--- src/rtl/ddr3_fe_pkg.sv ---
// Shared types for the DDR3 request front end.
//   fe_state_e : issue FSM states
//   fe_cmd_e   : kind of command latched for the controller
//   fe_entry_t : request FIFO entry at the default widths {we, addr, wdata}
package ddr3_fe_pkg;

  localparam int FE_ADDR_W = 26;
  localparam int FE_DATA_W = 16;

  typedef enum logic [2:0] {
    ST_IDLE,
    ST_ISSUE,
    ST_HOLD,
    ST_WAIT_BUSY,
    ST_WAIT_DATA
  } fe_state_e;

  typedef enum logic [1:0] {
    CMD_RD,
    CMD_WR,
    CMD_REF
  } fe_cmd_e;

  typedef struct packed {
    logic                 we;
    logic [FE_ADDR_W-1:0] addr;
    logic [FE_DATA_W-1:0] wdata;
  } fe_entry_t;

  function automatic fe_cmd_e req_cmd(input logic we);
    return we ? CMD_WR : CMD_RD;
  endfunction

endpackage

--- src/rtl/ddr3_fe_fifo.sv ---
// Synchronous request FIFO (first-word fall-through read port).
//   pclk/rst   : clock, synchronous active-high reset
//   push/wdata : write an entry (ignored while full, even if popping)
//   pop/rdata  : rdata is the head entry; pop removes it (ignored while empty)
//   full/empty : occupancy flags from an explicit counter
module ddr3_fe_fifo #(
  parameter int WIDTH = 43,
  parameter int DEPTH = 4
) (
  input  logic             pclk,
  input  logic             rst,
  input  logic             push,
  input  logic [WIDTH-1:0] wdata,
  input  logic             pop,
  output logic [WIDTH-1:0] rdata,
  output logic             full,
  output logic             empty
);

  localparam int AW = $clog2(DEPTH);

  logic [WIDTH-1:0] mem_q [DEPTH];
  logic [WIDTH-1:0] mem_d [DEPTH];
  logic [AW-1:0]    wr_ptr_q, wr_ptr_d;
  logic [AW-1:0]    rd_ptr_q, rd_ptr_d;
  logic [AW:0]      cnt_q, cnt_d;
  logic             do_push, do_pop;

  assign full    = (cnt_q == (AW+1)'(DEPTH));
  assign empty   = (cnt_q == '0);
  assign rdata   = mem_q[rd_ptr_q];
  assign do_push = push && !full;
  assign do_pop  = pop && !empty;

  always_comb begin
    mem_d    = mem_q;
    wr_ptr_d = wr_ptr_q;
    rd_ptr_d = rd_ptr_q;
    cnt_d    = cnt_q;
    if (do_push) begin
      mem_d[wr_ptr_q] = wdata;
      wr_ptr_d        = wr_ptr_q + AW'(1);  // power-of-two depth: wraps naturally
    end
    if (do_pop) rd_ptr_d = rd_ptr_q + AW'(1);
    case ({do_push, do_pop})
      2'b10:   cnt_d = cnt_q + (AW+1)'(1);
      2'b01:   cnt_d = cnt_q - (AW+1)'(1);
      default: cnt_d = cnt_q;
    endcase
  end

  always_ff @(posedge pclk) begin
    if (rst) begin
      wr_ptr_q <= '0;
      rd_ptr_q <= '0;
      cnt_q    <= '0;
    end else begin
      wr_ptr_q <= wr_ptr_d;
      rd_ptr_q <= rd_ptr_d;
      cnt_q    <= cnt_d;
      mem_q    <= mem_d;
    end
  end

endmodule

--- src/rtl/ddr3_req_frontend.sv ---
// Client front end for ddr3_controller (pclk domain).
// Buffers client requests, issues them one at a time honouring ctl_busy,
// injects periodic auto-refresh, and returns read data (or a timeout) in order.
//   client side : req_valid/req_ready/req_we/req_addr/req_wdata,
//                 rsp_valid/rsp_rdata/rsp_timeout
//   controller  : ctl_addr/ctl_din/ctl_rd/ctl_wr/ctl_refresh (out),
//                 ctl_dout/ctl_data_ready/ctl_busy (in)
//   status      : refresh_overrun (sticky until rst)
module ddr3_req_frontend
  import ddr3_fe_pkg::*;
#(
  parameter int ADDR_WIDTH     = 26,
  parameter int DATA_WIDTH     = 16,
  parameter int DEPTH          = 4,
  parameter int REFRESH_CYCLES = 780,
  parameter int RD_TIMEOUT     = 32
) (
  input  logic                  pclk,
  input  logic                  rst,
  input  logic                  init_done,
  input  logic                  req_valid,
  output logic                  req_ready,
  input  logic                  req_we,
  input  logic [ADDR_WIDTH-1:0] req_addr,
  input  logic [DATA_WIDTH-1:0] req_wdata,
  output logic                  rsp_valid,
  output logic [DATA_WIDTH-1:0] rsp_rdata,
  output logic                  rsp_timeout,
  output logic                  refresh_overrun,
  output logic [ADDR_WIDTH-1:0] ctl_addr,
  output logic [DATA_WIDTH-1:0] ctl_din,
  output logic                  ctl_rd,
  output logic                  ctl_wr,
  output logic                  ctl_refresh,
  input  logic [DATA_WIDTH-1:0] ctl_dout,
  input  logic                  ctl_data_ready,
  input  logic                  ctl_busy
);

  localparam int ENT_W = 1 + ADDR_WIDTH + DATA_WIDTH;
  localparam int REF_W = $clog2(REFRESH_CYCLES);
  localparam int RD_W  = $clog2(RD_TIMEOUT + 1);
  localparam logic [REF_W-1:0] REF_LOAD = REF_W'(REFRESH_CYCLES - 1);
  localparam logic [RD_W-1:0]  RD_LAST  = RD_W'(RD_TIMEOUT - 1);

  // FIFO
  logic             fifo_full, fifo_empty, fifo_pop;
  logic [ENT_W-1:0] fifo_rdata;
  logic                  head_we;
  logic [ADDR_WIDTH-1:0] head_addr;
  logic [DATA_WIDTH-1:0] head_wdata;

  assign req_ready = !fifo_full && !rst;
  assign {head_we, head_addr, head_wdata} = fifo_rdata;

  ddr3_fe_fifo #(
    .WIDTH (ENT_W),
    .DEPTH (DEPTH)
  ) u_fifo (
    .pclk  (pclk),
    .rst   (rst),
    .push  (req_valid && req_ready),
    .wdata ({req_we, req_addr, req_wdata}),
    .pop   (fifo_pop),
    .rdata (fifo_rdata),
    .full  (fifo_full),
    .empty (fifo_empty)
  );

  // State
  fe_state_e             state_q, state_d;
  fe_cmd_e               cmd_q, cmd_d;
  logic [ADDR_WIDTH-1:0] addr_q, addr_d;
  logic [DATA_WIDTH-1:0] din_q, din_d;
  logic [REF_W-1:0]      ref_cnt_q, ref_cnt_d;
  logic                  ref_pend_q, ref_pend_d;
  logic                  overrun_q, overrun_d;
  logic [RD_W-1:0]       rd_cnt_q, rd_cnt_d;
  logic                  rsp_valid_q, rsp_valid_d;
  logic                  rsp_timeout_q, rsp_timeout_d;
  logic [DATA_WIDTH-1:0] rsp_rdata_q, rsp_rdata_d;
  logic                  ref_clr;

  always_comb begin
    state_d       = state_q;
    cmd_d         = cmd_q;
    addr_d        = addr_q;
    din_d         = din_q;
    ref_cnt_d     = ref_cnt_q;
    ref_pend_d    = ref_pend_q;
    overrun_d     = overrun_q;
    rd_cnt_d      = rd_cnt_q;
    rsp_valid_d   = 1'b0;
    rsp_timeout_d = 1'b0;
    rsp_rdata_d   = rsp_rdata_q;
    fifo_pop      = 1'b0;
    ref_clr       = 1'b0;

    case (state_q)
      ST_IDLE: begin
        if (init_done && !ctl_busy && (ref_pend_q || !fifo_empty)) begin
          state_d = ST_ISSUE;
          if (ref_pend_q) begin
            // Refresh wins; addr/din keep their last issued values.
            cmd_d = CMD_REF;
          end else begin
            cmd_d    = req_cmd(head_we);
            addr_d   = head_addr;
            din_d    = head_wdata;
            fifo_pop = 1'b1;
          end
        end
      end
      ST_ISSUE: begin
        if (cmd_q == CMD_REF) ref_clr = 1'b1;
        state_d = ST_HOLD;
      end
      ST_HOLD: begin
        // Controller may not have raised busy yet, so it is not looked at here.
        rd_cnt_d = '0;
        state_d  = (cmd_q == CMD_RD) ? ST_WAIT_DATA : ST_WAIT_BUSY;
      end
      ST_WAIT_BUSY: begin
        if (!ctl_busy) state_d = ST_IDLE;
      end
      ST_WAIT_DATA: begin
        if (ctl_data_ready) begin
          rsp_valid_d = 1'b1;
          rsp_rdata_d = ctl_dout;
          state_d     = ST_WAIT_BUSY;
        end else if (rd_cnt_q == RD_LAST) begin
          rsp_valid_d   = 1'b1;
          rsp_timeout_d = 1'b1;
          rsp_rdata_d   = '0;
          state_d       = ST_WAIT_BUSY;
        end else begin
          rd_cnt_d = rd_cnt_q + RD_W'(1);
        end
      end
      default: state_d = ST_IDLE;
    endcase

    // Refresh timer. A new expiry sets ref_pend even in the cycle the previous
    // one is being issued; it only counts as an overrun if that earlier
    // refresh is not going out this cycle.
    if (ref_clr) ref_pend_d = 1'b0;
    if (init_done) begin
      if (ref_cnt_q == '0) begin
        ref_cnt_d  = REF_LOAD;
        ref_pend_d = 1'b1;
        if (ref_pend_q && !ref_clr) overrun_d = 1'b1;
      end else begin
        ref_cnt_d = ref_cnt_q - REF_W'(1);
      end
    end
  end

  always_ff @(posedge pclk) begin
    if (rst) begin
      state_q       <= ST_IDLE;
      cmd_q         <= CMD_RD;
      addr_q        <= '0;
      din_q         <= '0;
      ref_cnt_q     <= REF_LOAD;
      ref_pend_q    <= 1'b0;
      overrun_q     <= 1'b0;
      rd_cnt_q      <= '0;
      rsp_valid_q   <= 1'b0;
      rsp_timeout_q <= 1'b0;
      rsp_rdata_q   <= '0;
    end else begin
      state_q       <= state_d;
      cmd_q         <= cmd_d;
      addr_q        <= addr_d;
      din_q         <= din_d;
      ref_cnt_q     <= ref_cnt_d;
      ref_pend_q    <= ref_pend_d;
      overrun_q     <= overrun_d;
      rd_cnt_q      <= rd_cnt_d;
      rsp_valid_q   <= rsp_valid_d;
      rsp_timeout_q <= rsp_timeout_d;
      rsp_rdata_q   <= rsp_rdata_d;
    end
  end

  assign ctl_rd          = (state_q == ST_ISSUE) && (cmd_q == CMD_RD);
  assign ctl_wr          = (state_q == ST_ISSUE) && (cmd_q == CMD_WR);
  assign ctl_refresh     = (state_q == ST_ISSUE) && (cmd_q == CMD_REF);
  assign ctl_addr        = addr_q;
  assign ctl_din         = din_q;
  assign rsp_valid       = rsp_valid_q;
  assign rsp_timeout     = rsp_timeout_q;
  assign rsp_rdata       = rsp_rdata_q;
  assign refresh_overrun = overrun_q;

endmodule
--- config.mk ---
export PLATFORM = sky130hd
export DESIGN_NAME = ddr3_req_frontend
export DESIGN_NICKNAME = d
export VERILOG_FILES = /design/src/rtl/ddr3_fe_pkg.sv /design/src/rtl/ddr3_fe_fifo.sv /design/src/rtl/ddr3_req_frontend.sv
export SDC_FILE = /design/constraint.sdc
export NUM_CORES = 1
export LEC_CHECK = 0
export CORE_MARGIN = 10
export CORE_UTILIZATION = 59
export CTS_CLUSTER_SIZE = 28
export DETAILED_ROUTE_END_ITERATION = 6
export GPL_TIMING_DRIVEN = 0
export PLACE_DENSITY = 0.85
export REMOVE_ABC_BUFFERS = 1
export SKIP_LAST_GASP = 1
export SYNTH_ARGS = -nofsm -noshare
export SYNTH_HDL_FRONTEND = slang
export SYNTH_SLANG_ARGS = --single-unit
--- constraint.sdc ---
create_clock -name pclk -period 7 [get_ports pclk]
set_clock_uncertainty 0.1 [all_clocks]
set_input_delay 1.4 -clock pclk [delete_from_list [all_inputs] [get_ports pclk]]
set_output_delay 1.4 -clock pclk [all_outputs]
set_load 0.005 [all_outputs]
# Word level (Yosys, flattened, before mapping)
# Index checks and enable logic that the tools add are counted.
[totals] register_bits=262 in_bits=65 output_inout_bits=65
[op_classes] addsub=6 n_lt_le_gt_ge=3 eq_ne=15 mux=31 n_bitwise=5 n_reduce_logical=33
[ops] cell="bitwise mux 172 bit" n=1
[ops] cell="2-to-1 mux 43 bit" n=3
[ops] cell="binary-select mux 43 bit (select 2 bit)" n=1
[ops] cell="demux 43 bit (select 2 bit)" n=1
[ops] cell="2-to-1 mux 16 bit" n=2
[ops] cell="2-to-1 mux 3 bit" n=5
[ops] cell="case mux 3 bit (5 select lines)" n=1
[ops] cell="2-to-1 mux 6 bit" n=2
[ops] cell="case mux 6 bit (2 select lines)" n=1
[ops] cell="AND reduction 3 bit" n=4
[ops] cell="logical AND 1 bit" n=11
[ops] cell="2-to-1 mux 1 bit" n=11
[ops] cell="zero test 10 bit" n=1
[ops] cell="2-to-1 mux 10 bit" n=1
[ops] cell="subtractor 10 x 1 -> 10 bit (second input constant)" n=1
[ops] cell="!= test 2 bit (second input constant)" n=4
[ops] cell="adder 6 x 1 -> 6 bit (second input constant)" n=1
[ops] cell="== test 3 x 2 -> 1 bit (second input constant)" n=2
[ops] cell="== test 3 bit (second input constant)" n=2
[ops] cell="== test 6 x 5 -> 1 bit (second input constant)" n=1
[ops] cell=">= comparator 3 bit (second input constant)" n=2
[ops] cell="zero test 3 bit" n=2
[ops] cell="inverter 2 -> 3 bit" n=2
[ops] cell="case mux 3 bit (2 select lines)" n=1
[ops] cell="17 further kinds" n=30

# Longest topological paths before layout
[logic_depth] word_depth=9 ltp_mapped=12

# Modules after synthesis
# Synthesis repeated with hierarchy kept, for this count alone.
[hier_totals] cells_unflattened=671 hier_area_um2=10054.6
[by_module_without_submodules] mod="ddr3_fe_fifo" instances=1 cells_each=276 area_per_inst_um2=6810.3
[by_module_without_submodules] mod="ddr3_req_frontend" instances=1 cells_each=395 area_per_inst_um2=3244.4

# Least setup slack after synthesis
# No wires, ideal clock.
[synth_timing] path_type="input-to-reg" start="input init_done" end="register u_fifo.cnt_q[2]" setup_time_ns=0.070 arrival_time_ns=3.320 required_time_ns=6.830 slack_ns=3.510 path_stages=11 n_path_buf=2 cell_sequence="nor2b_1 > nand4b_2 > inv_2 > buf_6 > buf_6 > ha_1 > inv_1 > fa_1 > xor2_1 > or3_1 > a21oi_1"
[synth_between] elab_chain_cells=7
[synth_lines] element="from (decl)" line="ddr3_req_frontend.sv:20" rtl="input logic init_done,"
[synth_lines] element="logical AND 1 bit (*) (2 in series)" line="ddr3_req_frontend.sv:101" rtl="if (init_done && !ctl_busy && (ref_pend_q || !fifo_empty)) begin"
[synth_lines] element="2-to-1 mux 1 bit (*)" line="ddr3_req_frontend.sv:101"
[synth_lines] element="2-to-1 mux 1 bit (*)" line="ddr3_req_frontend.sv:99" rtl="case (state_q)"
[synth_lines] element="logical AND 1 bit (*)" line="ddr3_fe_fifo.sv:33" rtl="assign do_pop = pop && !empty;"
[synth_lines] element="net u_fifo.do_pop" line="ddr3_fe_fifo.sv:27" rtl="logic do_push, do_pop;"
[synth_lines] element="== test 2 x 1 -> 1 bit or == test 2 bit (tied branches)" line="ddr3_fe_fifo.sv:45" rtl="case ({do_push, do_pop})"
[synth_lines] element="case mux 3 bit (2 select lines) or nonzero test 2 bit (tied branches)"
[synth_lines] element="to (signal assigned)" line="ddr3_fe_fifo.sv:60" rtl="cnt_q <= cnt_d;"
[synth_lines] element="to (decl)" line="ddr3_fe_fifo.sv:26" rtl="logic [AW:0] cnt_q, cnt_d;"
# Mark *: on every way through the listed nets, which the timed path passes. The rest lies on a longest branch.
# A chain may end at the register's enable or synchronous reset.

# Worst setup path in the final report
[layout_timing] start="input init_done" end="register u_fifo.cnt_q[2]"
[layout_between] elab_chain_cells=7
[layout_lines] element="logical AND 1 bit (*) (2 in series)" line="ddr3_req_frontend.sv:101"
[layout_lines] element="2-to-1 mux 1 bit (*)" line="ddr3_req_frontend.sv:101"
[layout_lines] element="2-to-1 mux 1 bit (*)" line="ddr3_req_frontend.sv:99"
[layout_lines] element="logical AND 1 bit (*)" line="ddr3_fe_fifo.sv:33"
[layout_lines] element="== test 2 x 1 -> 1 bit or == test 2 bit (tied branches)" line="ddr3_fe_fifo.sv:45"
[layout_lines] element="case mux 3 bit (2 select lines) or nonzero test 2 bit (tied branches)"
# Mark *: on every way between the ends. The rest lies on a longest branch, timed or not.

==> metrics.md <==
| Metric | Value |
|---|---|
| Final wirelength | 20,400 um |
| CTS Hold Bufs | 0 |
| Maxcap violations | 0 |
| Pwr Total | 3210 uW |
| Post-Route Setup TNS | 0 ps |
| Clock power share | 39.6% |
| CP Capture Type | register |
| Clock sinks | 262 |
| Die Ht | 149 um |
| Core ar. | 16,100 sq um |
| Antenna violations before repair | 0 |
| Post-route design area | 12,100 sq um |
| Reg2reg end | u_fifo.cnt_q[2]$_SDFFE_PP0P_ |
| Postcts setup bufs | 0 |
| Flop pwr share | 53.5% |
| First-pass GRT wire length | 32,400 um |
| Relative slew slack | 19.3% |
| PortBufs | 129 |
| Pwr Density | 264 nW/um^2 |
| Final hold vios | 0 |
| GRT overflow | 0 |
| Layout cells sized above 1 | 13.2% |
| Final HPWL DP | 13,200 um |
| Cells after synthesis | 633 |
| Area post-placement | 11,300 sq um |
| Wire per inst | 20.3 um |
| CP Class | in -> reg |
| Layout fillers | 924 |
| DIE WIDTH | 149 um |
| Sw frac | 21.0% |
| Via count | 5,741 |
| Crit path max-delay family | buffers and inverters |
| Vias in the first global route | 6,177 |
| CTS clk-pin slew, worst paths | 60 ps |
| DRC viols | 0 |
| Max H-tree Level | 1 |
| Num CTS Buffers | 26 |
| Crit start category | input pin |
| DRT Pass-1 Iters | 5 |
| Worst Hold Launch | ctl_addr[19]$_SDFFE_PP0N_ |
| Clk Latency, worst-skew pair | 510 ps |
| Main flop type after synthesis | edfxtp_1 |
| Iteration-0 DRC count of the detailed router | 383 |
| Worst Path Arrival | 5300 ps |
| Largest net degree at the start of global routing | 48 |
| Final setup margin | 2050 ps |
| Critical path, cell by cell | clkdlybuf4s50_1, nor2b_1, nand4b_2, buf_12, inv_2, ha_1, inv_1, fa_1, xor2_1, or3_1, a21oi_1 |
| CP required | 7350 ps |
| CTS tree | done |
| Num rows | 46 |
| Mapped cell area | 9770 sq um |
| Routability Congestion | 0.786 |
| P_int | 2530 uW |
| Count of cell types in the netlist | 52 |
| Max stage delay cell, worst path | inv_2 |
| Final min period | 4950 ps |
| Class of the worst hold path | reg -> reg |
| Antenna Diode Count | 0 |
| Status | finished clean |
| Crit-path max FO | 47 |
| Yosys Warn Count | 0 |
| Slew Viols, Final | 0 |
| R2R cell count | 10 |
| Vias per Instance | 5.72 |
| Hold path depth | 2 |
| Register area | 6970 sq um |
| R2R Path Start | state_q[1]$_SDFFE_PP0P_ |
| Final #Nets | 841 |
| Max Freq | 0.202 GHz |
| Mean post-synth cell area | 15.4 sq um |
| Crit path buf inv count | 4 |
| Period utilisation layout | 70.8% |
| Global Route Usage Sum | 18.3% |
| Unrepaired setup endpoints after global routing | no |
| PostCTS Resize Cnt | 0 |
| Seq/Total Area, Yosys | 71.3% |
| FFs w/ async S/R, synth | 0% |
| Setup violators final | 0 |
| EDFF count, synth | 172 |
| Synthesized flop and latch total | 262 |
| Full die area | 22,100 sq um |
| Most frequent cells in the layout | edfxtp_1 (172), clkdlybuf4s50_1 (128), nand2_1 (94), dfxtp_1 (88), a21oi_1 (57) |
| Hold Path End | ctl_addr[19]$_SDFFE_PP0N_ |
| Pleak | 0.00391 uW |
| Power share of the combinational group | 6.8% |
| Slowest stage delay, CP | 650 ps |
| Detail Route Antenna Nets | 0 |
| # IOs | 130 |
| Area grow syn2layout | 24.2% |
| Pre-CTS WS | 1370 ps |
| Initial core utilization | 60.8% |
| Maximum VDD drop | 0.325 mV |
| Sw power | 675 uW |
| Root buf cell | clkbuf_16 |
| Max clock buf depth | 3 |
| Footprint of the multi-input gates | 2590 sq um |
| Worst-margin pin slew | 1210 ps |
| Commonest non-fill, non-tap cell in the layout | edfxtp_1 |
| Worst reg-to-reg setup slack | 3130 ps |
==> cell families (layout without fill, tap and decap cells) <==
| family | Yosys count | after routing | synth area share (%) |
|---|---|---|---|
| AO/OA/AOI/OAI | 97 | 97 | 6.15 |
| AND/OR/NAND/NOR | 170 | 170 | 8.35 |
| buffers and inverters | 43 | 198 | 2.22 |
| multiplexers | 45 | 45 | 10.1 |
| flip-flops | 262 | 262 | 71.3 |
| XOR/XNOR | 8 | 8 | 0.718 |
| adder cells (fa/ha/maj) | 8 | 8 | 1.10 |
==> layout make-up <==
class                      instances  share of cell area [%]
sequential                       262                    57.5
inverter                          13                   0.402
tap                              216                    2.23
multi-input combinational        328                    21.3
clock buffer                      34                    5.95
clock inverter                    14                   0.578
timing repair buffer             137                    12.0
==> per-layer routing <==
| metal | GRT usage (%) | up-vias | wire (um) | part of all wire (%) |
|---|---|---|---|---|
| met4 | 3.91 | 0 | 232 | 1.1 |
| met3 | 4.19 | 22 | 1360 | 6.7 |
| met1 | 21.8 | 2898 | 8090 | 40 |
| met2 | 33.0 | 158 | 10700 | 52 |
| li1 | - | 2663 | - | - |
| met5 | 0 | - | 0 | 0 |
==> state kept, by name, indices dropped and copies added (netlist names) <==
name and cells:
u_fifo.rd_ptr_q 2, ref_pend_q 1, ref_cnt_q 10, rd_cnt_q 6
rsp_rdata 16, ctl_addr 26, u_fifo.mem_q 172, cmd_q 2
refresh_overrun 1, ctl_din 16, u_fifo.cnt_q 3, state_q 3
u_fifo.wr_ptr_q 2, rsp_valid 1, rsp_timeout 1
==> metrics by stage <==
stage | hold slack (ps) | cells | utilization (%)
after CTS | 355 | 1004 | 75.5
after global routing | 376 | 1004 | 75.5
after detailed placement | 346 | 956 | 70.6
final | 353 | 1004 | 75.5
after floorplan | 347 | 603 | -
after global placement | 345 | 948 | 69.5
==> Yosys cell counts, drive strengths merged, types with 2 or more instances <==
master | count | area (sq um)
nor3 | 8 | 45.0
ha | 7 | 87.6
nor2b | 2 | 12.5
a31oi | 2 | 12.5
dfxtp | 90 | 1800
xor2 | 5 | 43.8
and4 | 2 | 17.5
buf | 15 | 111
clkbuf | 15 | 56.3
xnor2 | 3 | 26.3
nand2b | 7 | 43.8
and2 | 5 | 31.3
nand4 | 2 | 12.5
nor4 | 3 | 18.8
nor2 | 22 | 85.1
o21ai | 11 | 55.1
mux4 | 43 | 968
nand2 | 94 | 353
a22o | 16 | 140
mux2i | 2 | 20.0
nand4b | 2 | 23.8
nand3 | 6 | 30.0
inv | 13 | 48.8
o211ai | 2 | 28.8
or3 | 7 | 43.8
a21oi | 57 | 285
edfxtp | 172 | 5160
nor3b | 4 | 46.3
o31ai | 2 | 15.0
==> power groups by stage <==
stage / sequential, uW / combinational (uW) / clock [uW]
final: 1720 / 219 / 1270
after global routing: 1720 / 240 / 1360
after CTS: 1720 / 223 / 1290
after detailed placement: 1750 / 221 / 0
after global placement: 1760 / 197 / 0
after floorplan: 1750 / 96.3 / 0
==> worst register-to-register path, stage by stage (launching register included) <==
cell      delay, ps
dfxtp_1         390
nor3_2          340
nand4b_2        540
buf_12          390
inv_2           660
ha_1            330
inv_1            70
fa_1            370
xor2_1          170
or3_1           310
a21oi_1         140
==> worst max-delay path by stage <==
stage | from | to | slack [ps] | cells past startpoint
floorplan | init_done | u_fifo.cnt_q[2]$_SDFFE_PP0P_ | 2640 | 9
global placement | rst | u_fifo.mem_q[45]$_DFFE_PP_ | 160 | 3
detailed placement | init_done | u_fifo.cnt_q[2]$_SDFFE_PP0P_ | 1370 | 11
CTS | init_done | u_fifo.cnt_q[2]$_SDFFE_PP0P_ | 1950 | 11
global route | init_done | u_fifo.cnt_q[2]$_SDFFE_PP0P_ | 1670 | 11
finish | init_done | u_fifo.cnt_q[2]$_SDFFE_PP0P_ | 2050 | 11
Note: power is estimated with default switching activity, not from simulation.
